### config.mk
export PLATFORM = sky130hd
export DESIGN_NAME = exe
export DESIGN_NICKNAME = d
export VERILOG_FILES = /design/src/rtl/exe_pkg.sv /design/src/rtl/exe_div.sv /design/src/rtl/exe.sv
export SDC_FILE = /design/constraint.sdc
export NUM_CORES = 2
export LEC_CHECK = 0
export ABC_CLOCK_PERIOD_IN_PS = 21500
export CAP_MARGIN = 20
export CORE_ASPECT_RATIO = 0.6
export CORE_MARGIN = 5
export CORE_UTILIZATION = 31
export CTS_CLUSTER_DIAMETER = 30
export CTS_CLUSTER_SIZE = 20
export DETAILED_ROUTE_END_ITERATION = 12
export RECOVER_POWER = 100
export SLEW_MARGIN = 25
export SYNTH_ARGS = -nofsm -noshare
export SYNTH_HDL_FRONTEND = slang
export SYNTH_SLANG_ARGS = --single-unit
### constraint.sdc
create_clock -name clk_i -period 21.5 [get_ports clk_i]
set_input_delay 4.3 -clock clk_i [delete_from_list [all_inputs] [get_ports clk_i]]
set_output_delay 4.3 -clock clk_i [all_outputs]
set_load 0.05 [all_outputs]
### src/rtl/exe_pkg.sv
// Shared constants for the execute stage: bus widths, opcode/funct codes, divider states.
// Latency: n/a (constants and pure helper function only).
// Backpressure: n/a.
package exe_pkg;

  localparam int RDATA_WIDTH = 32;
  localparam int RADDR_WIDTH = 5;
  localparam int DATA_WIDTH  = 32;
  localparam int ADDR_WIDTH  = 32;

  localparam logic [RDATA_WIDTH-1:0] ZERO          = '0;
  localparam logic [DATA_WIDTH-1:0]  NOP           = 32'h0000_0001;
  localparam logic                   WRITE_DISABLE = 1'b0;

  // Opcodes
  localparam logic [6:0] OPC_OP     = 7'b0110011;
  localparam logic [6:0] OPC_OP_IMM = 7'b0010011;
  localparam logic [6:0] OPC_LUI    = 7'b0110111;
  localparam logic [6:0] OPC_AUIPC  = 7'b0010111;
  localparam logic [6:0] OPC_JAL    = 7'b1101111;
  localparam logic [6:0] OPC_JALR   = 7'b1100111;
  localparam logic [6:0] OPC_BRANCH = 7'b1100011;

  // ALU funct3
  localparam logic [2:0] F3_ADD  = 3'b000;
  localparam logic [2:0] F3_SLL  = 3'b001;
  localparam logic [2:0] F3_SLT  = 3'b010;
  localparam logic [2:0] F3_SLTU = 3'b011;
  localparam logic [2:0] F3_XOR  = 3'b100;
  localparam logic [2:0] F3_SR   = 3'b101;
  localparam logic [2:0] F3_OR   = 3'b110;
  localparam logic [2:0] F3_AND  = 3'b111;

  // Branch funct3
  localparam logic [2:0] F3_BEQ  = 3'b000;
  localparam logic [2:0] F3_BNE  = 3'b001;
  localparam logic [2:0] F3_BLT  = 3'b100;
  localparam logic [2:0] F3_BGE  = 3'b101;
  localparam logic [2:0] F3_BLTU = 3'b110;
  localparam logic [2:0] F3_BGEU = 3'b111;

  // M-extension funct3 (divides are the upper half, funct3[2]=1)
  localparam logic [2:0] F3_MUL    = 3'b000;
  localparam logic [2:0] F3_MULH   = 3'b001;
  localparam logic [2:0] F3_MULHSU = 3'b010;
  localparam logic [2:0] F3_MULHU  = 3'b011;

  localparam logic [6:0] MULDIV = 7'b0000001;

  typedef enum logic [1:0] {
    DIV_IDLE = 2'd0,
    DIV_BUSY = 2'd1,
    DIV_DONE = 2'd2
  } div_state_e;

  function automatic logic is_div_inst(input logic [DATA_WIDTH-1:0] inst);
    return (inst[6:0] == OPC_OP) && (inst[31:25] == MULDIV) && inst[14];
  endfunction

endpackage

### src/rtl/exe_div.sv
// Iterative radix-2 restoring divider on magnitudes with sign fix-up on the outputs.
// Latency: start accepted in IDLE, DIV_STEPS cycles in BUSY, result valid for one DONE cycle.
// Backpressure: none; start is only looked at in IDLE, caller holds operands steady.
// Ports: clk_i/rst_i (sync, active high), start, is_signed, op1 (dividend), op2 (divisor),
//        busy, done, quotient, remainder.
module exe_div
  import exe_pkg::*;
#(
  parameter int XLEN      = 32,
  parameter int DIV_STEPS = 32
) (
  input  logic            clk_i,
  input  logic            rst_i,
  input  logic            start,
  input  logic            is_signed,
  input  logic [XLEN-1:0] op1,
  input  logic [XLEN-1:0] op2,
  output logic            busy,
  output logic            done,
  output logic [XLEN-1:0] quotient,
  output logic [XLEN-1:0] remainder
);

  localparam int CW = $clog2(DIV_STEPS);

  div_state_e      state;
  logic [CW-1:0]   count;
  logic [XLEN-1:0] quo;
  logic [XLEN-1:0] rem;
  logic [XLEN-1:0] dsr;
  logic            neg_q;
  logic            neg_r;

  logic [XLEN-1:0] a_abs;
  logic [XLEN-1:0] b_abs;
  logic [XLEN:0]   rem_sh;
  logic [XLEN:0]   diff;
  logic            ge;

  // |0x80000000| stays 0x80000000, which is correct read as unsigned.
  assign a_abs = (is_signed && op1[XLEN-1]) ? -op1 : op1;
  assign b_abs = (is_signed && op2[XLEN-1]) ? -op2 : op2;

  // Next dividend bit shifts out of the quotient register into the partial remainder.
  assign rem_sh = {rem, quo[XLEN-1]};
  assign diff   = rem_sh - {1'b0, dsr};
  assign ge     = ~diff[XLEN];

  always_ff @(posedge clk_i) begin
    if (rst_i) begin
      state <= DIV_IDLE;
      count <= '0;
      quo   <= '0;
      rem   <= '0;
      dsr   <= '0;
      neg_q <= 1'b0;
      neg_r <= 1'b0;
    end else begin
      case (state)
        DIV_IDLE: begin
          if (start) begin
            quo   <= a_abs;
            rem   <= '0;
            dsr   <= b_abs;
            neg_q <= is_signed & (op1[XLEN-1] ^ op2[XLEN-1]);
            neg_r <= is_signed & op1[XLEN-1];
            count <= '0;
            state <= DIV_BUSY;
          end
        end
        DIV_BUSY: begin
          quo   <= {quo[XLEN-2:0], ge};
          rem   <= ge ? diff[XLEN-1:0] : rem_sh[XLEN-1:0];
          count <= count + CW'(1);
          if (count == CW'(DIV_STEPS - 1)) state <= DIV_DONE;
        end
        DIV_DONE: state <= DIV_IDLE;
        default:  state <= DIV_IDLE;
      endcase
    end
  end

  assign busy      = (state == DIV_BUSY);
  assign done      = (state == DIV_DONE);
  assign quotient  = neg_q ? -quo : quo;
  assign remainder = neg_r ? -rem : rem;

endmodule

### src/rtl/exe.sv
// RV32IM execute stage: ALU, branch/jump redirect, single-cycle MUL, iterative DIV.
// Latency: 0 cycles for everything except non-trivial divides (33 stall cycles, result in cycle 34).
// Backpressure: stall_req_o asks the HDU to freeze IF/ID/ID_EXE while the divider runs.
// Ports: clk_i/rst_i (sync, active high); op1_i/op2_i operands, reg_we_i/reg_waddr_i,
//        inst_i/inst_addr_i from ID/EXE; reg_wdata_o/reg_we_o/reg_waddr_o to EXE/MEM;
//        jump_en_o/jump_addr_o/stall_req_o to the HDU.
module exe
  import exe_pkg::*;
#(
  parameter int XLEN      = 32,
  parameter int DIV_STEPS = 32
) (
  input  logic                   clk_i,
  input  logic                   rst_i,
  input  logic [RDATA_WIDTH-1:0] op1_i,
  input  logic [RDATA_WIDTH-1:0] op2_i,
  input  logic                   reg_we_i,
  input  logic [RADDR_WIDTH-1:0] reg_waddr_i,
  input  logic [DATA_WIDTH-1:0]  inst_i,
  input  logic [ADDR_WIDTH-1:0]  inst_addr_i,
  output logic [RDATA_WIDTH-1:0] reg_wdata_o,
  output logic                   reg_we_o,
  output logic [RADDR_WIDTH-1:0] reg_waddr_o,
  output logic                   jump_en_o,
  output logic [ADDR_WIDTH-1:0]  jump_addr_o,
  output logic                   stall_req_o
);

  logic [6:0]      opcode;
  logic [2:0]      f3;
  logic [6:0]      f7;
  logic [XLEN-1:0] imm_u, imm_j, imm_b;
  logic [4:0]      shamt;
  logic            sub_en;
  logic [XLEN-1:0] sum_jalr;

  assign opcode   = inst_i[6:0];
  assign f3       = inst_i[14:12];
  assign f7       = inst_i[31:25];
  assign imm_u    = {inst_i[31:12], 12'b0};
  assign imm_j    = {{12{inst_i[31]}}, inst_i[19:12], inst_i[20], inst_i[30:21], 1'b0};
  assign imm_b    = {{20{inst_i[31]}}, inst_i[7], inst_i[30:25], inst_i[11:8], 1'b0};
  assign shamt    = op2_i[4:0];
  // OP-IMM reuses inst[30] as an immediate bit, so only R-type may subtract.
  assign sub_en   = (opcode == OPC_OP) && inst_i[30];
  assign sum_jalr = op1_i + op2_i;

  // 33x33 signed product; extending both operands to 64 bits keeps the low 64 bits exact.
  logic            s1, s2;
  logic [2*XLEN-1:0] ma, mb, prod;
  assign s1   = (f3 == F3_MULH) || (f3 == F3_MULHSU);
  assign s2   = (f3 == F3_MULH);
  assign ma   = {{XLEN{s1 & op1_i[XLEN-1]}}, op1_i};
  assign mb   = {{XLEN{s2 & op2_i[XLEN-1]}}, op2_i};
  assign prod = ma * mb;

  // Divide control; divisor-zero and signed overflow resolve without starting the divider.
  logic            is_div, div_sgn, div_zero, div_ovf, div_start;
  logic            div_busy, div_done;
  logic [XLEN-1:0] div_q, div_r, q_sel, r_sel, div_res;

  assign is_div    = is_div_inst(inst_i);
  assign div_sgn   = ~f3[0];
  assign div_zero  = (op2_i == '0);
  assign div_ovf   = div_sgn && (op1_i == {1'b1, {(XLEN-1){1'b0}}}) && (op2_i == '1);
  assign div_start = is_div && !div_zero && !div_ovf;

  exe_div #(.XLEN(XLEN), .DIV_STEPS(DIV_STEPS)) u_div (
    .clk_i     (clk_i),
    .rst_i     (rst_i),
    .start     (div_start),
    .is_signed (div_sgn),
    .op1       (op1_i),
    .op2       (op2_i),
    .busy      (div_busy),
    .done      (div_done),
    .quotient  (div_q),
    .remainder (div_r)
  );

  always_comb begin
    q_sel = div_q;
    r_sel = div_r;
    if (div_zero) begin
      q_sel = '1;
      r_sel = op1_i;
    end else if (div_ovf) begin
      q_sel = {1'b1, {(XLEN-1){1'b0}}};
      r_sel = '0;
    end
  end
  assign div_res = f3[1] ? r_sel : q_sel;

  logic [XLEN-1:0] alu_res, md_res, result, jaddr;
  logic            br_taken, jen, stall;

  always_comb begin
    alu_res = ZERO;
    case (f3)
      F3_ADD:  alu_res = sub_en ? op1_i - op2_i : op1_i + op2_i;
      F3_SLL:  alu_res = op1_i << shamt;
      F3_SLT:  alu_res = {{(XLEN-1){1'b0}}, $signed(op1_i) < $signed(op2_i)};
      F3_SLTU: alu_res = {{(XLEN-1){1'b0}}, op1_i < op2_i};
      F3_XOR:  alu_res = op1_i ^ op2_i;
      F3_SR:   alu_res = inst_i[30] ? $unsigned($signed(op1_i) >>> shamt) : op1_i >> shamt;
      F3_OR:   alu_res = op1_i | op2_i;
      F3_AND:  alu_res = op1_i & op2_i;
      default: alu_res = ZERO;
    endcase

    md_res = div_res;
    case (f3)
      F3_MUL:                        md_res = prod[XLEN-1:0];
      F3_MULH, F3_MULHSU, F3_MULHU:  md_res = prod[2*XLEN-1:XLEN];
      default:                       md_res = div_res;
    endcase

    br_taken = 1'b0;
    case (f3)
      F3_BEQ:  br_taken = (op1_i == op2_i);
      F3_BNE:  br_taken = (op1_i != op2_i);
      F3_BLT:  br_taken = $signed(op1_i) < $signed(op2_i);
      F3_BGE:  br_taken = $signed(op1_i) >= $signed(op2_i);
      F3_BLTU: br_taken = op1_i < op2_i;
      F3_BGEU: br_taken = op1_i >= op2_i;
      default: br_taken = 1'b0;
    endcase

    result = ZERO;
    jen    = 1'b0;
    jaddr  = ZERO;
    case (opcode)
      OPC_OP:     result = (f7 == MULDIV) ? md_res : alu_res;
      OPC_OP_IMM: result = alu_res;
      OPC_LUI:    result = imm_u;
      OPC_AUIPC:  result = inst_addr_i + imm_u;
      OPC_JAL: begin
        result = inst_addr_i + 32'd4;
        jen    = 1'b1;
        jaddr  = inst_addr_i + imm_j;
      end
      OPC_JALR: begin
        result = inst_addr_i + 32'd4;
        jen    = 1'b1;
        jaddr  = {sum_jalr[XLEN-1:1], 1'b0};
      end
      OPC_BRANCH: begin
        jen = br_taken;
        if (br_taken) jaddr = inst_addr_i + imm_b;
      end
      default: ;
    endcase
  end

  // Stall covers the accepting IDLE cycle plus every BUSY cycle; DONE is not stalled.
  assign stall = div_busy || (div_start && !div_busy && !div_done);

  assign stall_req_o = rst_i ? 1'b0 : stall;
  assign reg_we_o    = (rst_i || stall) ? WRITE_DISABLE : reg_we_i;
  assign reg_waddr_o = reg_waddr_i;
  assign reg_wdata_o = rst_i ? ZERO : result;
  assign jump_en_o   = rst_i ? 1'b0 : jen;
  assign jump_addr_o = rst_i ? ZERO : jaddr;

endmodule

# [Word level (Yosys, flattened, before mapping)]
# Cells that the tools add are included.
[totals] input_bits=136 regBits=105
[op_classes] n_mul=1 eq_ne=24 shifts=3 muxes=34 add_sub_neg=12 order_cmp=4 n_bitwise=10 reduce_logical=27
[ops] op="$mux 32" count=18
[ops] op="$pmux 32 s8" count=1
[ops] op="$pmux 32 s2" count=3
[ops] op="$pmux 32 s5" count=1
[ops] op="$add 32x32->32" count=4
[ops] op="$neg 32->32" count=4
[ops] op="$pmux 32 s3" count=1
[ops] op="$eq 32x32->1 const B" count=2
[ops] op="$ge 32x32->1" count=2
[ops] op="$lt 32x32->1" count=2
[ops] op="$mul 33x33->64" count=1
[ops] op="$sub 33x32->33" count=1
[ops] op="$add 32x3->32 const B" count=1
[ops] op="$and 32x32->32" count=1
[ops] op="$eq 32x32->1" count=1
[ops] op="$logic_not 32->1" count=1
[ops] op="$ne 32x32->1" count=1
[ops] op="$or 32x32->32" count=1
[ops] op="$shl 32x5->32" count=1
[ops] op="$shr 32x5->32" count=1
[ops] op="$sshr 32x5->32" count=1
[ops] op="$sub 32x32->32" count=1
[ops] op="$xor 32x32->32" count=1
[ops] op="$eq 7x7->1 const B" count=3
[ops] op="31 further kinds" count=61

# [Depth between registers and ports, before layout]
[logic_depth] word_depth=10 mapped_depth=35

# [Cells and area by module]
# Synthesis repeated with hierarchy kept, for this count alone.
[unflattened] hier_cells=7773 hier_area_um2=61237.5
[by_module_without_submodules] module="exe" instances=1 area_each_um2=52897.0 cells_per_inst=6670 seq_area_each_um2=0.0
[by_module_without_submodules] module="exe_div" instances=1 area_each_um2=8340.5 cells_per_inst=1103 seq_area_each_um2=2102.0

# [Least setup slack after synthesis]
# Ideal clock, no wire load.
[synth_timing] path_type="input port to output port" startpoint="in op2_i[2]" endpoint="out reg_wdata_o[11]" t_arrival_ns=14.502 path_buffers=7 slack_ns=2.698 stages=35 t_required_ns=17.200 cell_sequence="clkbuf_1 inv_2 buf_1 clkbuf_1 buf_2 buf_1 buf_1 nor2_1 fa_1 inv_1 fa_1 inv_1 fa_1 fa_1 inv_1 fa_1 inv_1 fa_1 inv_1 fa_1 inv_1 fa_1 ha_1 clkbuf_1 nand2_1 o21ai_0 a211oi_1 o21ai_0 o31ai_1 o311ai_0 a21o_1 a21oi_1 nor4b_1 a211oi_1 o311ai_0"
[synth_via] elab_chain_len=9 word_cells_on_any_way=21
[synth_rtl] element="from (decl)" line_no="exe.sv:16" rtl="input logic [RDATA_WIDTH-1:0] op2_i,"
[synth_rtl] element="branches (longest 7 deep; another with $mul 33x33->64)"
[synth_rtl] element="$pmux 32 s5 *" line_no="exe.sv:132" rtl="case (opcode)"
[synth_rtl] element="$mux 32 *" line_no="exe.sv:161" rtl="assign reg_wdata_o = rst_i ? ZERO : result;"
[synth_rtl] element="to (decl)" line_no="exe.sv:21" rtl="output logic [RDATA_WIDTH-1:0] reg_wdata_o,"
# Every way passes the cells marked *.

# [Final worst setup path]
[layout_timing] startpoint="in op2_i[31]" endpoint="out reg_wdata_o[24]"
[layout_via] elab_chain_len=9 word_cells_on_any_way=14
[layout_rtl] element="branches (longest 5 deep; another with $mul 33x33->64)"
[layout_rtl] element="$pmux 32 s2 *" line_no="exe.sv:112" rtl="case (f3)"
[layout_rtl] element="$mux 32 *" line_no="exe.sv:133" rtl="OPC_OP: result = (f7 == MULDIV) ? md_res : alu_res;"
[layout_rtl] element="$pmux 32 s5 *" line_no="exe.sv:132"
[layout_rtl] element="$mux 32 *" line_no="exe.sv:161"
# Marked as above.

==> run metrics <==
Antenna Violating Nets Remaining 0; GRT Total Usage 30.8%; Max Cap Viol 6; Gate Count Post-Synth 7830; crit path max fanout 18; first-pass GRT wire length about 460000 um; nets@finish 9400; Yosys reg bits 105; Setup Viol. Count Final 0; die area 209000 sq um; initial antenna violation count 43; Req. time, crit path 17.20 ns; fin crit share 95.2%; vias per cell 5.82; yosys warns 0; CP endpoint kind primary output; I/O pins approximately 210; CTS Buf Count 9; vias in the first global route 58200; layout cells sized above 1 5.82%; post-synth top area share a little over a third; core area 197000 sq um; H-tree depth 3; fmax a little under 0.05 GHz; TritonCTS Sinks 105; Wirelength per Cell 31.7 um; drt drc 0; status finished, violations left; vias 60400; Port Buf Inserts 197; # resized after CTS 0; HPWL Detailed approximately 270000 um; Setup TNS 0 ns; max-slew violations between 150 and 200; DRT Wirelength roughly 330000 um; CTS hold repair buffers 0; top cells by area, synth fa_1, ha_1, inv_1, nand2_1, nor2_1; # rows 126; critical path type primary input to primary output; deepest clock path buffer count 2; GP Congestion 1.06; largest net degree at the start of global routing 64; worst min path class register to register; Starting Density 31.3%; Die Width 586 um; library cells used by synthesis approximately 100; worst-margin pin slew 2.49 ns; TritonRoute pass-1 iters 8; Seq/Total Area, Yosys 3.40%; Fill cells ~21000; Vert. Die Dim 356 um; Starting DRT DRC Count ~9000; failing checks capacitance limit, slew limit; crit path DAT 16.16 ns; synthesized area 61800 sq um; Final Hold Fails 0; synthesized net count 9500; Slew HR -66.1%; clk_lat worst skew about 0.37 ns; CP startpoint kind primary input; Main synth FF type dfxtp_1; Layout Skew 0.0139 ns; total grt overflow 0; CTS tree built; asr flop ratio synth 0%; Post-synth EDFFs 0; largest area contributor in the netlist fa_1; fin crit period between 20 and 25 ns; Setup Buffers After CTS 0; Synth-to-Final Area Change 8.16%; RSZ-0062 raised after global routing no; Root Driver clkbuf_16; syn_area_per_cell 7.89 sq um; Worst-path clk slew about 0.08 ns
[layout make-up]
cell class	instances	area [sq um]	area share (%)
Multi-Input combinational cell	5841	52600	78.8
Inverter	1366	5130	7.67
Timing Repair Buffer	407	3320	4.97
Tap cell	2624	3280	4.91
Sequential cell	105	2100	3.15
Clock buffer	9	225	0.337
Clock inverter	7	88.8	0.133
Antenna cell	15	37.5	0.0562
[stage by stage]
step,setup slack [ns],hold slack [ns],utilization (%),cell area (sq um),std cells
after floorplan,2.70,0.432,-,61800,7830
after global placement,1.93,0.449,33.6,66400,10300
after detailed placement,2.25,0.456,33.7,66400,10300
after CTS,2.19,0.467,33.8,66800,10400
after global routing,1.04,0.484,33.8,66800,10400
final,1.04,0.466,33.8,66800,10400
[critical path, stage by stage]
cell	delay (ns)
dlygate4sd3_1	1.12
clkinv_1	0.84
nor2_1	0.36
fa_1	0.47
inv_1	0.09
fa_1	0.43
fa_1	0.51
fa_1	0.43
fa_1	0.47
fa_1	0.54
fa_1	0.45
fa_1	0.51
inv_1	0.06
ha_1	0.51
nand3_1	0.34
nor4_1	0.33
o21ai_0	0.39
a2111oi_0	1.30
o21a_1	0.23
o21a_1	0.24
mux2i_1	0.13
nor3_1	0.93
o22ai_1	0.30
dlygate4sd3_1	0.86
[registers in the layout, summed over array words and instances (netlist names)]
name and count:
u_div.rem 32, u_div.neg_q 1, u_div.quo 32, u_div.state 2, u_div.count 5, u_div.neg_r 1
u_div.dsr 32
[Yosys cell counts, types with 87 or more instances]
cell type and n:
nor2_1 706, clkbuf_1 364, xnor2_1 263, fa_1 1131
buf_1 96, ha_1 403, nand2_1 1127, nor3_1 103
o21ai_0 336, dfxtp_1 105, nand3_1 89, inv_1 1329
a21oi_1 378, xor2_1 87
[layout by cell type, fill, tap and decap left out, drive strengths merged, types with 39 or more instances in the layout]
cell and n:
a31oi 66, o31ai 47, nand2b 40, buf 260
ha 403, nor4 39, a221oi 43, a21oi 384
fa 1131, nand4 73, dfxtp 105, nand3 90
nor3 103, o211ai 73, or3 43, nand2 1131
dlygate4sd3 67, xnor2 263, mux4 68, a211oi 74
inv 1341, o21ai 342, clkdlybuf4s50 72, nor2 706
mux2i 43, a21o 85, xor2 87
[kinds of logic (layout without fill, tap and decap cells)]
kind of cell | after synthesis | in the layout | synth area share (%)
buffers and inverters | 1884 | 1789 | 11.6
multiplexers | 122 | 122 | 3.38
AO/OA/AOI/OAI | 1452 | 1452 | 15.3
adder cells (fa/ha/maj) | 1534 | 1534 | 44.8
flip-flops | 105 | 105 | 3.40
other | 0 | 15 | 0
XOR/XNOR | 350 | 350 | 4.96
AND/OR/NAND/NOR | 2383 | 2383 | 16.5
[worst paths after layout]
kind         depth (start not counted)  slack, ns          start              end
max                                 24       1.04      op2_i[31]  reg_wdata_o[24]
max reg2reg                         16      16.51  u_div.quo[31]    u_div.rem[15]
min reg2reg                          2       0.47   u_div.dsr[0]     u_div.dsr[0]
min                                  2       0.47   u_div.dsr[0]     u_div.dsr[0]
[routing by layer]
layer	vias up	track usage [%]	part of all wire [%]
met5	-	0.463	0.11
met4	40	7.61	3.1
met3	483	15.2	17
met2	4108	38.3	36
met1	30800	46.2	45
li1	25000	-	-
Power is not shown: default switching activity piles up to over one toggle a cycle in this logic, so the estimate is an artifact.
